$ cat src/rtl/mcu_op_sequencer.sv
// Issues one instruction at a time into the mcu datapath, waits the fixed
// datapath latency, then returns the captured op1 result over valid/ready.
module mcu_op_sequencer #(
  parameter int unsigned OP_SZ  = 32,
  parameter int unsigned MEM_SZ = 8,
  parameter int unsigned DP_LAT = 1
) (
  input  logic              clk,
  input  logic              reset,
  input  logic              instr_valid,
  output logic              instr_ready,
  input  logic [3:0]        instr_opcode,
  input  logic [MEM_SZ-1:0] instr_src0,
  input  logic [MEM_SZ-1:0] instr_src2,
  input  logic [OP_SZ-1:0]  instr_data,
  output logic              dp_en,
  output logic [3:0]        op_code,
  output logic [MEM_SZ-1:0] op0,
  output logic [MEM_SZ-1:0] op2,
  output logic [OP_SZ-1:0]  wr_data,
  input  logic [OP_SZ-1:0]  op1,
  output logic              res_valid,
  input  logic              res_ready,
  output logic [OP_SZ-1:0]  res_data,
  output logic [3:0]        res_opcode,
  output logic              illegal_op,
  output logic [15:0]       instr_count
);

  localparam int unsigned CNT_W    = 4;
  localparam logic [3:0]  OP_MEMWR = 4'd8;

  typedef enum logic [1:0] {
    IDLE  = 2'd0,
    ISSUE = 2'd1,
    WAIT  = 2'd2,
    RESP  = 2'd3
  } state_t;

  state_t           state;
  logic [CNT_W-1:0] lat_cnt;

  // The op_* outputs double as the latched instruction fields while in flight.
  always_ff @(posedge clk or posedge reset) begin
    if (reset) begin
      state       <= IDLE;
      lat_cnt     <= '0;
      instr_ready <= 1'b0;
      dp_en       <= 1'b0;
      op_code     <= '0;
      op0         <= '0;
      op2         <= '0;
      wr_data     <= '0;
      res_valid   <= 1'b0;
      res_data    <= '0;
      res_opcode  <= '0;
      illegal_op  <= 1'b0;
      instr_count <= '0;
    end else begin
      dp_en      <= 1'b0;
      illegal_op <= 1'b0;
      case (state)
        IDLE: begin
          instr_ready <= 1'b1;
          if (instr_valid && instr_ready) begin
            if (instr_opcode <= OP_MEMWR) begin
              state       <= ISSUE;
              instr_ready <= 1'b0;
              dp_en       <= 1'b1;
              op_code     <= instr_opcode;
              op0         <= instr_src0;
              op2         <= instr_src2;
              wr_data     <= instr_data;
            end else begin
              illegal_op <= 1'b1;
            end
          end
        end
        ISSUE: begin
          instr_count <= instr_count + 16'd1;
          if (op_code == OP_MEMWR) begin
            state       <= IDLE;
            instr_ready <= 1'b1;
            op_code     <= '0;
            op0         <= '0;
            op2         <= '0;
            wr_data     <= '0;
          end else begin
            state   <= WAIT;
            lat_cnt <= CNT_W'(DP_LAT - 1);
          end
        end
        WAIT: begin
          if (lat_cnt == '0) begin
            state      <= RESP;
            res_valid  <= 1'b1;
            res_data   <= op1;
            res_opcode <= op_code;
            op_code    <= '0;
            op0        <= '0;
            op2        <= '0;
            wr_data    <= '0;
          end else begin
            lat_cnt <= lat_cnt - CNT_W'(1);
          end
        end
        RESP: begin
          if (res_ready) begin
            state       <= IDLE;
            res_valid   <= 1'b0;
            instr_ready <= 1'b1;
          end
        end
        default: state <= IDLE;
      endcase
    end
  end

endmodule

$ cat config.mk
export PLATFORM = sky130hd
export DESIGN_NAME = mcu_op_sequencer
export DESIGN_NICKNAME = d
export VERILOG_FILES = /design/src/rtl/mcu_op_sequencer.sv
export SDC_FILE = /design/constraint.sdc
export NUM_CORES = 1
export LEC_CHECK = 0
export CORE_ASPECT_RATIO = 0.75
export CORE_UTILIZATION = 44
export DETAILED_ROUTE_END_ITERATION = 10
export GPL_ROUTABILITY_DRIVEN = 0
export PLACE_DENSITY_LB_ADDON = 0.2
export SYNTH_ARGS = -nofsm -noshare
export SYNTH_HDL_FRONTEND = slang
export SYNTH_SLANG_ARGS = --single-unit
$ cat constraint.sdc
create_clock -name clk -period 5.2 [get_ports clk]
set_input_delay 1.04 -clock clk [delete_from_list [all_inputs] [get_ports clk]]
set_output_delay 1.04 -clock clk [all_outputs]
set_load 0.01 [all_outputs]
==> results by group <==
GRT
  • Pin count of the biggest net entering global routing: 86
  • GRT Total Usage: 20.5%
  • GRT Residual Overflow: 0
  • Initial antenna violation count: 0
  • Via count of the first global-routing pass: 3,626
  • Global-route wire length before repair: 18.8 mm

Clock network
  • CTS buffer count: 17
  • Setup Buffers After CTS: 0
  • Clk Latency, worst-skew pair: 400 ps
  • Max H-tree Level: 4
  • CTS root buffer: clkbuf_16
  • Clk buf depth: 2
  • CTS tree: done
  • Worst-path clk slew: 60 ps
  • Cts hold-fix bufs: 0
  • Clock Sinks: 114
  • Post_cts resized: 0

Floorplan
  • Number of I/O pins: 196
  • Core ar.: between 0.01 and 0.015 mm^2
  • Die area: 0.0121 mm^2
  • Die span in x: roughly 130 um
  • # rows: 33
  • Die height: 95.5 um
  • Initial Util: a little under half

Route
  • WL final: 11.8 mm
  • Number of antenna-violating nets in the routed design: 0
  • DR DRC count: 0
  • WL per Instance: 16.3 um
  • Vias: 3,568
  • Initial drt markers: 157
  • Drt via density: 4.93
  • First drt pass iteration count: 5

Cells and area
  • Most frequent cells in the layout: clkdlybuf4s50_1, dfrtp_1, nor2b_1, mux2_4, mux2_2
  • Ant diodes: 0
  • Core Util, Final: 69.5%
  • Final Cell Area: 0.00775 mm^2
  • Synth-to-Final Area Change: 50.9%
  • Layout Nets: approximately 670
  • Layout cells sized above 1: roughly 22%
  • Filler cells: 772
  • Commonest non-fill, non-tap cell in the layout: clkdlybuf4s50_1

Power
  • Power, Total: 4.92 mW
  • Leakage: 3.43 nW
  • Power density cells: ~640 mW/mm^2
  • Peak VDD IR: around 0.31 mV

STA
  • Relative slew slack: between 20 and 30%
  • Setup tns final: 0 ps
  • Fmax achieved: between 300 and 400 MHz
  • Clock period minus worst slack: roughly 3200 ps
  • # setup viols final: 0
  • RSZ-0062 raised after global routing: no
  • Clk_skew: about 11 ps
  • Period Utilization, post-route: about three fifths
  • Actual slew at the worst max-slew pin: between 1000 and 1500 ps
  • Fin. Hold Viols: 0
  • Final worst slack: 1990 ps
  • Max Transition Viols Final: 0

Placed design
  • Post-DP HPWL: 8.23 mm
  • Setup WS pre-CTS: 1600 ps
  • IO Port Bufs: just under 200
  • Post-DP Area: 0.00719 mm^2

Flow run
  • Maxcap violations: 0

Setup path
  • Max Fanout on Critical Path: 20
  • Worst Path Required: ~5500 ps
  • Crit path launch type: primary input
  • Critical path class: in2reg
  • Worst EP arrival: between 3000 and 4000 ps
  • CP Capture Type: flop

Synth
  • Synth cell types: 39
  • Yosys warns: 0
  • Mapped Cells: 369
  • Yosys reg bits: ~110
  • Seq/Total Area, Yosys: 55.6%
  • Synth Cell Area: just over 0.005 mm^2
  • Mean Syn Cell Area: 13.9 um^2
  • Mapped Nets: ~460

Run status
  • Outcome: complete, no violations

Min path
  • Class of the worst hold path: reg2reg
## stage by stage
| step | instances | hold WS, ps |
|---|---|---|
| 2_1_floorplan | 369 | 487 |
| 3_3_place_gp | 692 | 460 |
| 3_5_place_dp | 692 | 470 |
| 4_1_cts | 723 | 476 |
| 5_1_grt | 723 | 506 |
| 6_report | 723 | 473 |
## synth_stat cells (all sizes together)
| library cell | count | share of area [%] |
|---|---|---|
| dfrtp | 114 | 56 |
| nand2 | 11 | 0.85 |
| o21ai | 4 | 0.39 |
| inv | 9 | 0.66 |
| or3 | 2 | 0.24 |
| nand3 | 6 | 0.58 |
| buf | 9 | 1.5 |
| nand3b | 1 | 0.15 |
| nand2b | 1 | 0.12 |
| o2111ai | 1 | 0.17 |
| ha | 7 | 1.7 |
| nor3b | 1 | 0.15 |
| or3b | 1 | 0.17 |
| and3 | 1 | 0.12 |
| nor4 | 1 | 0.12 |
| o31ai | 1 | 0.15 |
| and4 | 3 | 0.51 |
| xnor2 | 9 | 1.5 |
| or4 | 1 | 0.15 |
| xor2 | 6 | 1.0 |
| a21boi | 1 | 0.22 |
| nor2 | 6 | 0.44 |
| a31oi | 1 | 0.12 |
| mux2i | 3 | 0.58 |
| nand4 | 6 | 0.73 |
| a21oi | 4 | 0.39 |
| and2 | 2 | 0.24 |
| nand4b | 2 | 0.63 |
| o311ai | 1 | 0.17 |
| a22o | 1 | 0.17 |
| nor2b | 54 | 6.6 |
| or4b | 1 | 0.19 |
| mux2 | 89 | 23 |
| clkbuf | 7 | 0.51 |
| nor3 | 2 | 0.19 |
## worst max-delay path, stage by stage
cell and delay, ps:
clkdlybuf4s50_1 440, o311ai_0 480, a21boi_2 340, nand4b_4 430, buf_4 420, mux2_4 340
## final timing paths
check,from,endpoint,cells after the start,slack (ps)
max,instr_opcode[2],wr_data[6],6,1990
max reg2reg,lat_cnt[0],wr_data[6],7,2440
min reg2reg,instr_count[15],instr_count[15],1,470
min in group asynchronous,reset,op0[3],2,1260
max in group asynchronous,reset,res_data[22],3,2960
min,instr_count[15],instr_count[15],1,470
## power breakdown
group,switching (mW),internal (mW)
sequential,0.212,1.25
clock,0.390,0.686
combinational,0.961,1.43
## final cells by class
type	instances	area, um^2	share of cell area (%)
Clock inverter	10	85.1	1.10
Clock buffer	21	470	6.07
Sequential cell	114	2850	36.8
Multi-Input combinational cell	230	2150	27.7
Tap cell	140	175	2.26
Timing Repair Buffer	199	1980	25.6
Inverter	9	36.3	0.468
## sequential cells by signal, indices dropped and copies added (netlist names), 4 cells and up, named ones only
register     flops
wr_data         32
res_opcode       4
op2              8
instr_count     16
lat_cnt          4
op0              8
res_data        32
op_code          4
## logic make-up after synthesis
kind of cell             after synthesis  share of synthesized area, %
AO/OA/AOI/OAI                         14                          1.78
flip-flops                           114                          55.6
multiplexers                          92                          23.5
XOR/XNOR                              15                          2.56
buffers and inverters                 25                          2.66
adder cells (fa/ha/maj)                7                          1.71
AND/OR/NAND/NOR                      102                          12.2
## metal layers
layer / up-vias / track usage [%] / wire length (um)
met5: - / 0 / 0
met4: 0 / 7.74 / 110
met3: 12 / 6.29 / 815
met2: 143 / 33.2 / 5480
met1: 1741 / 26.1 / 5370
li1: 1672 / - / -
Power figures use the tool's default switching activity.
==> variant 1 (same settings) <==
Change the localparam `CNT_W` from 4 to 3.
--- a/src/rtl/mcu_op_sequencer.sv
+++ b/src/rtl/mcu_op_sequencer.sv
@@ -28,5 +28,5 @@
 );
 
-  localparam int unsigned CNT_W    = 4;
+  localparam int unsigned CNT_W    = 3;
   localparam logic [3:0]  OP_MEMWR = 4'd8;
 
Function: same outputs for any inputs over 10 cycles, from zero or initial values and one cycle with reset high; that may be too few to reach the edited logic, so the function may still have changed.
==> variant 1 against the unedited design <==
- die area grew 0.12%
- cell count decreased by 0.83%
- synthesized area is 0.12% higher
- sequential cell count fell by 1
- sequential share of layout area shrank 0.23 points
- total power fell by 0.12%
- final area is 0.24% lower
- critical path depth decreased by 1
- wire length fell by 4.2%
- worst setup slack improved by 0.21 ns
- first-iteration DRC count shrank 17%
==> variant 1: results (changes against the unedited design) <==
ff2ff_setup_slack_ns: 2.56  # was 2.44 ns
synth_fp_nets: 460  # was 464
arrival_ns: 3.29  # was 3.50 ns
grt_max_degree: 72  # was 86
slowest_stage: "or3_4"  # was o311ai_0
drtIter0Drc: 130  # was 157
tightest_slew_ns: 1.01  # was 1.06 ns
cpPeakStageDelay_ns: 0.69  # was 0.48 ns
vias: 3531  # was 3568
grt_pass1_vias: 3611  # was 3626
clockBufferDepth: 2  # unchanged
numCtsBuffers: 17  # unchanged
hpwl_mm: 7.86  # was 8.23 mm
drtPass1Iterations: 4  # was 5
synthCells: 364  # was 369
wirelength_mm: 11.3  # was 11.8 mm
ys_seq_area_share_pct: 55.0  # was 55.6%
hp-start: "instr_count[15]"  # unchanged
synthFlopType: "dfrtp_1"  # unchanged
holdPathStages: 1  # unchanged
worstPathMaxFanout: 52  # was 20
cts-root-buf: "clkbuf_16"  # unchanged
postCtsSetupBuffers: 0  # unchanged
leakagePower_nw: 3.47  # was 3.43 nW
fillers: 804  # was 772
ys_warn_count: 0  # unchanged
fin_worst_skew_ns: 0.00958  # was 0.0108 ns
layout-drive-gt1-share_pct: 18.9  # was 22.0%
diodes: 0  # unchanged
ir_drop_mv: 0.299  # was 0.309 mV
synth_common_cells: "113 x dfrtp_1, 54 x nor2b_1, 50 x mux2_4"  # was 114 x dfrtp_1, 54 x nor2b_1, 47 x mux2_4
reg2reg_depth: 5  # was 7
dp.cells: 685  # was 692
grt_pass1_wl_mm: 18.2  # was 18.8 mm
postCtsResizedCells: 0  # unchanged
nets: 660  # was 666
synthArstFlopShare_pct: 100  # unchanged
status: "completed"  # unchanged
grt_use_total_pct: 19.8  # was 20.5%
hold_path_end: "instr_count[15]"  # unchanged
dp_slack_ns: 1.84  # was 1.60 ns
reg_top3: "res_data: 32 flops, wr_data: 32 flops, instr_count: 16 flops"  # unchanged
synth_area_leaders: "dfrtp_1 55%, mux2_4 15%, nor2b_1 6.6%"  # was dfrtp_1 56%, mux2_4 14%, mux2_2 9.2%
htreeDepth: 4  # unchanged
clock_latency_ns: 0.40  # about the same
wl_per_cell_um: 15.7  # was 16.3 um
rr_endpoint: "wr_data[1]"  # was wr_data[6]
netlist-cell-type-count: 40  # was 39
==> variant 1: critical path: cells and delay by family <==
family | cells | cell delay, ns
muxes | 1 | 0.46
buffers and inverters | 1 | 0.45
and+or+nand+nor | 2 | 0.81
AOI/OAI and AO/OA | 1 | 0.46
==> variant 1: cell families (layout without fill, tap and decap cells) <==
kind of cell               count (synthesis)  in the layout  share of synthesized area, %
DFF                                      113            113                          55.0
and+or+nand+nor                           95             95                          10.9
muxes                                     91             91                          23.6
buffers and inverters                     26            239                          3.63
AOI/OAI and AO/OA                         16             16                          2.39
xor gates and xnor gates                  15             15                          2.56
adders and majority gates                  8              8                          1.95
==> variant 1: metal layers <==
layer / wire (um) / part of all wire, % / global-route usage (%)
met2: 5490 / 49 / 32.1
met5: 0 / 0 / 0
met1: 5140 / 46 / 25.4
met3: 562 / 5.0 / 6.29
met4: 93 / 0.82 / 6.45
==> variant 1: worst max-delay path by stage <==
stage	startpoint	to	slack, ns	cells past startpoint
detailed placement	instr_opcode[1]	wr_data[1]	1.84	5
global route	instr_opcode[1]	wr_data[2]	2.16	5
floorplan	reset	asynchronous set/reset pin	1.17	1
CTS	instr_opcode[1]	wr_data[1]	2.23	5
global placement	instr_opcode[2]	wr_data[2]	1.87	5
finish	instr_opcode[1]	wr_data[1]	2.20	5
==> variant 1: power breakdown <==
part	internal, W	switching (W)
registers	0.00124	0.000229
logic	0.00140	0.000901
clock network	0.000758	0.000391
total	0.00340	0.00152
==> variant 1: final cells by class <==
class / instances / area, um^2 / area share, %
Clock buffer: 20 / 447 / 5.78
Tap cell: 140 / 175 / 2.27
Multi-Input combinational cell: 225 / 2130 / 27.6
Sequential cell: 113 / 2830 / 36.6
Timing Repair Buffer: 197 / 1970 / 25.4
Inverter: 10 / 40.0 / 0.518
Clock inverter: 12 / 140 / 1.81
==> variant 1: metrics by stage <==
stage	hold slack (ns)	area, um^2	total power [W]
final	0.473	7730	0.00492
after global routing	0.489	7730	0.00520
after CTS	0.474	7730	0.00498
after detailed placement	0.467	7140	0.00381
after global placement	0.460	7140	0.00374
after floorplan	0.459	5140	0.00294
==> variant 2 (config.mk and constraints unchanged) <==
Made on the original files. Encoding of `state_t`: now Gray code (2 bits for 4 states).
--- a/src/rtl/mcu_op_sequencer.sv
+++ b/src/rtl/mcu_op_sequencer.sv
@@ -32,8 +32,8 @@
 
   typedef enum logic [1:0] {
-    IDLE  = 2'd0,
-    ISSUE = 2'd1,
-    WAIT  = 2'd2,
-    RESP  = 2'd3
+    IDLE  = 2'b00,
+    ISSUE = 2'b01,
+    WAIT  = 2'b11,
+    RESP  = 2'b10
   } state_t;
 
Check against the original RTL: no difference found for any inputs over 10 cycles, from zero or initial values and one cycle with reset high; not proved beyond that.
==> variant 2 against the unedited design <==
- the flow now finishes with violations (design-rule violations)
- wire length is 0.32% lower
- sequential cell count is the same
- worst setup slack better by 0.14 ns
- final area down 1.7%
- total power increased by 1.7%
- register-to-register slack got worse by 0.31 ns
- die area fell by 3.1%
- hold slack gained 0.012 ns
- synthesized cell count up 13%
- cell count increased by 6.5%
- via count grew 2.5%
- synthesized area decreased by 3.1%
- sequential power up 3%
- fmax up 4.7%
==> variant 2: results (changes against the unedited design) <==
hpwl_mm: 8.27  # was 8.23 mm
dpl_cell_area_um2: 7000  # was 7190 um^2
rr_endpoint: "lat_cnt[3]"  # was wr_data[6]
drtIter0Drc: 188  # was 157
layout-drive-gt1-share_pct: 12.9  # was 22.0%
grt_pass1_wl_mm: 19.2  # was 18.8 mm
drtPass1Iterations: 9  # was 5
grt_pass1_vias: 3819  # was 3626
crit_family: "simple AND/OR/NAND/NOR gates"  # was buffers and inverters
netlist-cell-type-count: 40  # was 39
slowest_stage: "nor4bb_4"  # was o311ai_0
antenna_found_initial: 0  # unchanged
numCtsBuffers: 17  # unchanged
arrival_ns: 3.40  # was 3.50 ns
worstHoldPathType: "flip-flop to flip-flop"  # unchanged
hold_path_end: "instr_count[15]"  # unchanged
reg_top3: "res_data: 32 flops, wr_data: 32 flops, instr_count: 16 flops"  # unchanged
ys_warn_count: 0  # unchanged
dp_slack_ns: 1.75  # was 1.60 ns
failed_checks: "design-rule violations"
wirelength_mm: 11.7  # was 11.8 mm
p_int_w: 0.00334  # was 0.00336 W
postCtsSetupBuffers: 0  # unchanged
fin_area_um2: 7620  # was 7750 um^2
nets: 712  # was 666
grt_max_degree: 58  # was 86
synth_area_leaders: "dfrtp_1 57%, mux2i_1 11%, mux2_2 8.4%"  # was dfrtp_1 56%, mux2_4 14%, mux2_2 9.2%
fillers: 785  # was 772
synth_fp_nets: 511  # was 464
r2r-start: "state[0]"  # was lat_cnt[0]
fmax_mhz: 326  # was 311 MHz
postCtsResizedCells: 0  # unchanged
grt_use_total_pct: 21.2  # was 20.5%
cts-root-buf: "clkbuf_16"  # unchanged
relSlewSlack_pct: 28.1  # was 29.3%
leakagePower_nw: 3.55  # was 3.43 nW
reg2reg_depth: 6  # was 7
vias: 3658  # was 3568
ys_seq_area_share_pct: 57.4  # was 55.6%
ff2ff_setup_slack_ns: 2.13  # was 2.44 ns
ir_drop_mv: 0.414  # was 0.309 mV
crit_type: "flip-flop to flip-flop"  # was primary input to flip-flop
status: "complete, but fails checks"  # was completed
diodes: 0  # unchanged
synth_common_cells: "114 x dfrtp_1, 62 x inv_1, 62 x nand2_1"  # was 114 x dfrtp_1, 54 x nor2b_1, 47 x mux2_4
worstPathMaxFanout: 21  # was 20
hp-start: "instr_count[15]"  # unchanged
drc_errors: 28  # was 0
holdPathStages: 1  # unchanged
cpPeakStageDelay_ns: 1.04  # was 0.48 ns
fin_worst_skew_ns: 0.0119  # was 0.0108 ns
variant 2: cell count changes after synthesis, moves of 3 or more:
cell | before | now
nor2b_1 | 54 | 0
inv_1 | 9 | 62
buf_6 | 5 | 1
and4_1 | 3 | 0
mux2_4 | 47 | 0
nand2_1 | 10 | 62
mux2i_1 | 3 | 53
buf_12 | 0 | 5
mux2_2 | 42 | 37
variant 2: area by class of cell:
cell class / count / share of cell area, %
clock buffer: 23 / 6.40
clock inverter: 9 / 1.67
inverter: 62 / 3.09
multi-input combinational: 223 / 23.1
sequential: 114 / 37.4
tap: 140 / 2.30
timing repair buffer: 199 / 26.0
variant 2: stage by stage:
stage,std cells,hold WS (ns)
after global placement,738,0.462
after detailed placement,738,0.486
final,770,0.485
after floorplan,416,0.508
after CTS,770,0.493
after global routing,770,0.520
variant 2: power by group through the flow:
stage | Combinational [W] | Sequential (W) | Clock, W
after floorplan | 0.00129 | 0.00165 | 0
after global placement | 0.00225 | 0.00150 | 0
after detailed placement | 0.00232 | 0.00152 | 0
after CTS | 0.00233 | 0.00151 | 0.00122
after global routing | 0.00250 | 0.00156 | 0.00126
final | 0.00230 | 0.00150 | 0.00120
variant 2: per-layer routing:
| layer | GRT usage [%] | wire [um] |
|---|---|---|
| met4 | 6.89 | 130 |
| met1 | 26.6 | 5210 |
| met5 | 0 | 0 |
| met3 | 8.94 | 1090 |
| met2 | 33.3 | 5310 |
variant 2: kinds of logic (layout without fill, tap and decap cells):
logic type	after synthesis	after routing	share of synthesized area, %
fa+ha+maj	7	7	1.76
xor+xnor	15	15	2.64
simple gates	92	92	8.66
mux	90	90	19.0
compound gates	19	19	2.64
buf+inv	79	293	7.88
flops	114	114	57.4
